[src/rtl/serial_frame_if.sv]
// serial_frame_if
// Groups the serial input, control strobes and parallel output handshake of
// serial_frame_ctrl into a single bundle.
//   start       : frame start command (driven by master)
//   serial_in   : serial data bit (driven by master)
//   data_ready  : consumer accepts data this cycle (driven by master)
//   clear_err   : synchronous clear of the sticky overrun flag (driven by master)
//   shift_en    : high while the controller is shifting (combinational)
//   busy        : registered copy of shift_en
//   data        : holding register with the last completed frame
//   data_valid  : holding register contains an unconsumed frame
//   overrun     : sticky flag, a completed frame was dropped
// Modport "master" is the side driving the serial line and consuming words;
// modport "slave" is the controller itself.
interface serial_frame_if #(
  parameter int WIDTH = 4
);
  logic             start;
  logic             serial_in;
  logic             data_ready;
  logic             clear_err;
  logic             shift_en;
  logic             busy;
  logic [WIDTH-1:0] data;
  logic             data_valid;
  logic             overrun;

  modport master (
    output start,
    output serial_in,
    output data_ready,
    output clear_err,
    input  shift_en,
    input  busy,
    input  data,
    input  data_valid,
    input  overrun
  );

  modport slave (
    input  start,
    input  serial_in,
    input  data_ready,
    input  clear_err,
    output shift_en,
    output busy,
    output data,
    output data_valid,
    output overrun
  );
endinterface

[src/rtl/serial_frame_ctrl.sv]
// serial_frame_ctrl
// Sequencing controller for a right-shift serial-to-parallel register. A start
// command launches a frame of exactly WIDTH bits; the first bit received ends
// up in data[0] and the last in data[WIDTH-1]. The completed word is moved
// into a holding register and offered downstream with a valid/ready
// handshake. A word that completes while the holding register is still full
// and not being accepted is dropped and raises a sticky overrun flag.
// Ports:
//   clk    : system clock, all state updates on the rising edge
//   rst_n  : asynchronous active-low reset
//   bus    : serial_frame_if slave modport (see interface for signal list)
module serial_frame_ctrl #(
  parameter int WIDTH = 4
) (
  input  logic               clk,
  input  logic               rst_n,
  serial_frame_if.slave      bus
);

  localparam int CntW = $clog2(WIDTH);

  localparam logic [0:0] IDLE  = 1'b0;
  localparam logic [0:0] SHIFT = 1'b1;

  logic [0:0]       state_q, state_d;
  logic [CntW-1:0]  cnt_q, cnt_d;
  logic [WIDTH-1:0] shreg_q, shreg_d;
  logic [WIDTH-1:0] data_q, data_d;
  logic             valid_q, valid_d;
  logic             overrun_q, overrun_d;
  logic             busy_q;

  logic [WIDTH-1:0] word;
  logic             complete;
  logic             drop;

  // Word as it will look after the current edge's shift; on the completing
  // edge this is what gets handed to the holding register.
  assign word = {bus.serial_in, shreg_q[WIDTH-1:1]};

  // Frame sequencing: IDLE waits for start, SHIFT takes one bit per edge and
  // returns to IDLE on the edge that captures the WIDTH-th bit.
  always_comb begin
    state_d  = state_q;
    cnt_d    = cnt_q;
    shreg_d  = shreg_q;
    complete = 1'b0;
    case (state_q)
      IDLE: begin
        if (bus.start) begin
          state_d = SHIFT;
          cnt_d   = '0;
        end
      end
      SHIFT: begin
        shreg_d = word;
        if (cnt_q == CntW'(WIDTH - 1)) begin
          state_d  = IDLE;
          cnt_d    = '0;
          complete = 1'b1;
        end else begin
          cnt_d = cnt_q + CntW'(1);
        end
      end
      default: begin
        state_d = IDLE;
        cnt_d   = '0;
      end
    endcase
  end

  // Output holding register and handshake. An acceptance on the completing
  // edge frees the slot, so the new word replaces the consumed one and valid
  // stays high; otherwise a full slot forces the new word to be dropped.
  always_comb begin
    data_d    = data_q;
    valid_d   = valid_q;
    drop      = 1'b0;
    if (complete) begin
      if (!valid_q || bus.data_ready) begin
        data_d  = word;
        valid_d = 1'b1;
      end else begin
        drop = 1'b1;
      end
    end else if (valid_q && bus.data_ready) begin
      valid_d = 1'b0;
    end
  end

  // Sticky overrun: a new drop takes priority over a clear on the same edge.
  always_comb begin
    overrun_d = overrun_q;
    if (drop) begin
      overrun_d = 1'b1;
    end else if (bus.clear_err) begin
      overrun_d = 1'b0;
    end
  end

  always_ff @(posedge clk or negedge rst_n) begin
    if (!rst_n) begin
      state_q   <= IDLE;
      cnt_q     <= '0;
      shreg_q   <= '0;
      data_q    <= '0;
      valid_q   <= 1'b0;
      overrun_q <= 1'b0;
      busy_q    <= 1'b0;
    end else begin
      state_q   <= state_d;
      cnt_q     <= cnt_d;
      shreg_q   <= shreg_d;
      data_q    <= data_d;
      valid_q   <= valid_d;
      overrun_q <= overrun_d;
      // Registered from next state so it tracks shift_en cycle for cycle.
      busy_q    <= (state_d == SHIFT);
    end
  end

  assign bus.shift_en   = (state_q == SHIFT);
  assign bus.busy       = busy_q;
  assign bus.data       = data_q;
  assign bus.data_valid = valid_q;
  assign bus.overrun    = overrun_q;

endmodule
[src/flat_wrapper.sv]
// flat-port wrapper written by rule: the top's interface ports become plain ports
module serial_frame_ctrl_flat 
#(
  parameter int WIDTH = 4
)
  (clk, rst_n, bus_start, bus_serial_in, bus_data_ready, bus_clear_err, bus_shift_en, bus_busy, bus_data, bus_data_valid, bus_overrun);
  serial_frame_if #(.WIDTH(WIDTH)) bus_i ();
  input  logic clk;
  input  logic rst_n;
  input wire logic [$bits(bus_i.start)-1:0] bus_start;
  input wire logic [$bits(bus_i.serial_in)-1:0] bus_serial_in;
  input wire logic [$bits(bus_i.data_ready)-1:0] bus_data_ready;
  input wire logic [$bits(bus_i.clear_err)-1:0] bus_clear_err;
  output wire logic [$bits(bus_i.shift_en)-1:0] bus_shift_en;
  output wire logic [$bits(bus_i.busy)-1:0] bus_busy;
  output wire logic [$bits(bus_i.data)-1:0] bus_data;
  output wire logic [$bits(bus_i.data_valid)-1:0] bus_data_valid;
  output wire logic [$bits(bus_i.overrun)-1:0] bus_overrun;
  assign bus_i.start = bus_start;
  assign bus_i.serial_in = bus_serial_in;
  assign bus_i.data_ready = bus_data_ready;
  assign bus_i.clear_err = bus_clear_err;
  assign bus_shift_en = bus_i.shift_en;
  assign bus_busy = bus_i.busy;
  assign bus_data = bus_i.data;
  assign bus_data_valid = bus_i.data_valid;
  assign bus_overrun = bus_i.overrun;
  serial_frame_ctrl #(.WIDTH(WIDTH)) u_core (.clk(clk), .rst_n(rst_n), .bus(bus_i));
endmodule
[config.mk]
export PLATFORM = sky130hd
export DESIGN_NAME = serial_frame_ctrl_flat
export DESIGN_NICKNAME = d
export VERILOG_FILES = /design/src/rtl/serial_frame_if.sv /design/src/rtl/serial_frame_ctrl.sv /design/src/flat_wrapper.sv
export SDC_FILE = /design/constraint.sdc
export NUM_CORES = 1
export LEC_CHECK = 0
export ABC_AREA = 0
export ABC_CLOCK_PERIOD_IN_PS = 1200
export CAP_MARGIN = 15
export CORE_AREA = 5 5 42 44
export CTS_BUF_LIST = sky130_fd_sc_hd__clkbuf_4 sky130_fd_sc_hd__clkbuf_8 sky130_fd_sc_hd__clkbuf_16
export DETAILED_ROUTE_END_ITERATION = 10
export DIE_AREA = 0 0 47 49
export PLACE_DENSITY = 0.65
export SKIP_CTS_REPAIR_TIMING = 1
export SLEW_MARGIN = 40
export SYNTH_ARGS = -nofsm -noshare
export SYNTH_HDL_FRONTEND = slang
export SYNTH_SLANG_ARGS = --single-unit
[constraint.sdc]
create_clock -name clk -period 1.2 [get_ports clk]
set_clock_uncertainty 0.1 [all_clocks]
set_input_delay 0.36 -clock clk [delete_from_list [all_inputs] [get_ports clk]]
set_output_delay 0.36 -clock clk [all_outputs]
set_load 0.1 [all_outputs]
# After elaboration in Yosys (flattened, before gate mapping)
# Cells that the tools add are included.
dict set report word_totals {
  ff_bits 13
  latch_bits 0
  mem_bits_rw 0
  romBits 0
  inputBits 6
  out_inout_bits 8
  elab_cells 33
  mem_count 0
}
dict set report op_classes {
  add_sub_neg 1
  n_mul 0
  n_div 0
  n_lt_le_gt_ge 0
  n_eq_ne 3
  n_shift 0
  muxes 15
  bitwise 1
  n_reduce_logical 7
}
# cell n
set op_table {}
lappend op_table {{2-to-1 mux 1 bit} 11}
lappend op_table {{2-to-1 mux 2 bit} 2}
lappend op_table {{!= test 2 bit, second input constant} 2}
lappend op_table {{case mux 2 bit (2 select lines)} 1}
lappend op_table {{AND reduction 2 bit} 2}
lappend op_table {{nonzero test 2 bit} 2}
lappend op_table {{adder 2 x 1 -> 2 bit, second input constant} 1}
lappend op_table {{== test 2 bit, second input constant} 1}
lappend op_table {{case mux 1 bit (2 select lines)} 1}
lappend op_table {{logical AND 1 bit} 1}
lappend op_table {{zero test 1 bit} 1}
lappend op_table {{logical OR 1 bit} 1}
lappend op_table {{NOT 1 bit} 1}

# Depth between registers and ports, before layout
dict set report logic_depth {
  ltp_word 5
  mapped_depth 4
}

# Worst setup path after synthesis
# No wires, ideal clock.
dict set report synth_timing {
  path_kind {flip-flop to flip-flop}
  from {register u_core.state_q, in the netlist u_core.bus.shift_en}
  to {register u_core.data_q[0], in the netlist u_core.bus.data[0]}
  arrival_ns 1.741
  t_required_ns 0.975
  setup_slack_ns -0.767
  stages_incl_launch_ff 5
  period_less_slack_ns 1.967
  path_cell_list {dfrtp_1 -> buf_4 -> nand2_4 -> nor2b_4 -> mux2_2}
}
dict set report synth_via {
  elab_chain_len 2
}
# item line_no
set synth_lines {}
lappend synth_lines {{start: declaration} serial_frame_ctrl.sv:25} ;# logic [0:0] state_q, state_d;
lappend synth_lines {{start signal: assignment} serial_frame_ctrl.sv:111} ;# state_q <= state_d;
lappend synth_lines {{2-to-1 mux 1 bit} serial_frame_ctrl.sv:48} ;# case (state_q)
lappend synth_lines {{AND reduction 2 bit (no line)} -}
lappend synth_lines {{end signal: assignment} serial_frame_ctrl.sv:114} ;# data_q <= data_d;
lappend synth_lines {{end: declaration} serial_frame_ctrl.sv:28} ;# logic [WIDTH-1:0] data_q, data_d;
# No other way between the ends.
# A chain may end at the register's enable or synchronous reset.

# Worst setup path after layout
dict set report layout_timing {
  from {register u_core.state_q, in the netlist u_core.bus.shift_en}
  to {output port bus_shift_en}
}
# item line_no
set layout_lines {}
lappend layout_lines {{end: declaration} flat_wrapper.sv:14} ;# output wire logic [$bits(bus_i.shift_en)-1:0] bus_shift_en;
# No word-level cell between the ends.

==> flow_summary.json <==
{
  "cp_data_arrival_time_ns": 0.96,
  "worst_hold_path_type": "input port to async pin",
  "setup_tns_ns": -2.466,
  "route.detailed.drc": 0,
  "drv_slew": 0,
  "met3_usage_pct": 2.214,
  "yosysSeqAreaShare_pct": 62.50,
  "clk_pin_slew_ns": 0.08,
  "final_cell_mix": "buf_4 (10), dfrtp_1 (9), buf_12 (8)",
  "drive_gt1_share_pct": 63.79,
  "path_cells": "buf_12",
  "cp_num_buf_inv": 1,
  "place.gp.congestion": 0.6872,
  "die-height_um": 49,
  "synth_fp_nets": 39,
  "grt_pass1_wl_um": 1635,
  "drt_pass1_iterations": 2,
  "clockBufferDepth": 2,
  "clock-sinks": 12,
  "crit_path_max_fanout": 3,
  "synth_xor_area_share_pct": 0,
  "busiest_layer": "met2",
  "netlist_area_um2": 480.5,
  "insertion_delay_ns": 0.27,
  "grt_use_met1_pct": 11.24,
  "finalCritPeriodShare_pct": 118.5,
  "violations": "negative setup slack",
  "ios": 14,
  "setup_ws_ns": -0.2217,
  "ys_types": 13,
  "status": "finished with violations",
  "overflow": 0,
  "critPathKind": "flop to primary output",
  "slowest_delay_ns": 0.51,
  "final_nets": 66,
  "cts_tree": "yes",
  "die_w_um": 47,
  "grt_max_degree": 13,
  "place_inst": 66,
  "synthAdderAreaFrac_pct": 2.604,
  "n_antenna_cell": 0,
  "num_rows": 14,
  "numCtsBuffers": 3,
  "netlist_instances": 32,
  "synth_compound_area_share_pct": 4.167,
  "drt-initial-drc-count": 1,
  "synthSimpleGateAreaFrac_pct": 8.073,
  "setup_viol": 17,
  "antenna_found_initial": 0,
  "synth.area.mux_share_pct": 18.75,
  "cp_data_required_time_ns": 0.74,
  "timing.slew.headroom_pct": 89.31,
  "grt_pass1_vias": 383,
  "crit_family": "flip-flops",
  "coreArea_um2": 1401,
  "start_util_pct": 34.29,
  "cp_slowest_cell": "dfrtp_4",
  "ant_nets": 0,
  "drt-total-wl_um": 942,
  "maxCapViolCount": 0,
  "dp_slack_ns": -0.4779,
  "hpwl_um": 747.2,
  "end_kind": "primary output",
  "use_met2_pct": 15.84,
  "worstSetupStartpointType": "flop",
  "fmax_mhz": 703.4,
  "finalNonFillerCells": 74,
  "synth_area_per_cell_um2": 15.01,
  "wl_per_cell_um": 12.73,
  "io_buffers": 13,
  "tightest_slew_ns": 0.1603,
  "cts_root_buf": "clkbuf_4",
  "syn2layout_area_growth_pct": 72.66,
  "synth_top_family_by_area": "multiplexers",
  "rsz0062_at_grt": "yes",
  "min_period_ns": 1.422,
  "final_common_cell": "buf_4",
  "htree_levels": 1,
  "yosysWarnings": 0,
  "hold_viol_final": 0,
  "die_area_um2": 2303,
  "final_util_pct": 59.20,
  "grtUsageTotal_pct": 9.993,
  "vias": 333,
  "vias_per_cell": 4.500,
  "yosys_register_bits": 12
}
[metal layers]
metal  wire length, um  vias to the layer above
li1                  -                      162
met1               377                      162
met2               513                        9
met3                51                        0
met4                 0                        0
met5                 0                        -
[cells by family after synthesis]
| logic type | after synthesis |
|---|---|
| DFF | 12 |
| muxes | 8 |
| adders and majority gates | 1 |
| AOI/OAI and AO/OA | 3 |
| buffers and inverters | 3 |
| and+or+nand+nor | 5 |
[state kept, by name, indices dropped and copies added (netlist names)]
register               count
u_core.bus.data            4
u_core.shreg_q             3
u_core.cnt_q               2
u_core.bus.data_valid      1
u_core.bus.overrun         1
u_core.bus.shift_en        1
[synthesized netlist by cell type]
library cell / n / area [um^2]
buf_4: 2 / 15.01
nand2_1: 1 / 3.750
nand2b_1: 1 / 6.260
a21oi_1: 1 / 5.000
a22o_1: 1 / 8.760
ha_1: 1 / 12.51
nor2_1: 1 / 3.750
nor2b_4: 1 / 13.76
dfrtp_1: 12 / 300.3
mux2_2: 8 / 90.09
o22ai_1: 1 / 6.260
inv_1: 1 / 3.750
nand2_4: 1 / 11.26
[cell type report]
| type | instances | area (um^2) |
|---|---|---|
| tap | 16 | 20.02 |
| fill | 119 | 571.8 |
| clock buffer | 4 | 30.03 |
| timing repair buffer | 24 | 296.5 |
| multi-input combinational | 17 | 172.7 |
| sequential | 12 | 306.5 |
| inverter | 1 | 3.754 |
[path summary, 6_finish.rpt]
| kind | startpoint | to | slack [ns] | depth (start not counted) |
|---|---|---|---|---|
| min | rst_n | u_core.bus.overrun | 0.30 | 2 |
| min reg2reg | u_core.cnt_q[1] | u_core.cnt_q[1] | 0.42 | 1 |
| max | u_core.bus.shift_en | bus_shift_en | -0.22 | 1 |
| max reg2reg | u_core.cnt_q[0] | u_core.bus.data[1] | -0.19 | 4 |
| max in group asynchronous | rst_n | u_core.bus.data_valid | 0.52 | 2 |
| min in group clk | u_core.cnt_q[1] | u_core.cnt_q[1] | 0.42 | 1 |
[stage by stage]
step                hold WS, ns  instance area [um^2]
floorplan              -0.03559                 490.5
global placement         0.3874                 754.5
detailed placement       0.4095                 754.5
CTS                      0.2940                 784.5
global route             0.3057                 829.5
finish                   0.3012                 829.5
Power is not shown: default switching activity piles up to over one toggle a cycle in this logic, so the estimate is an artifact.
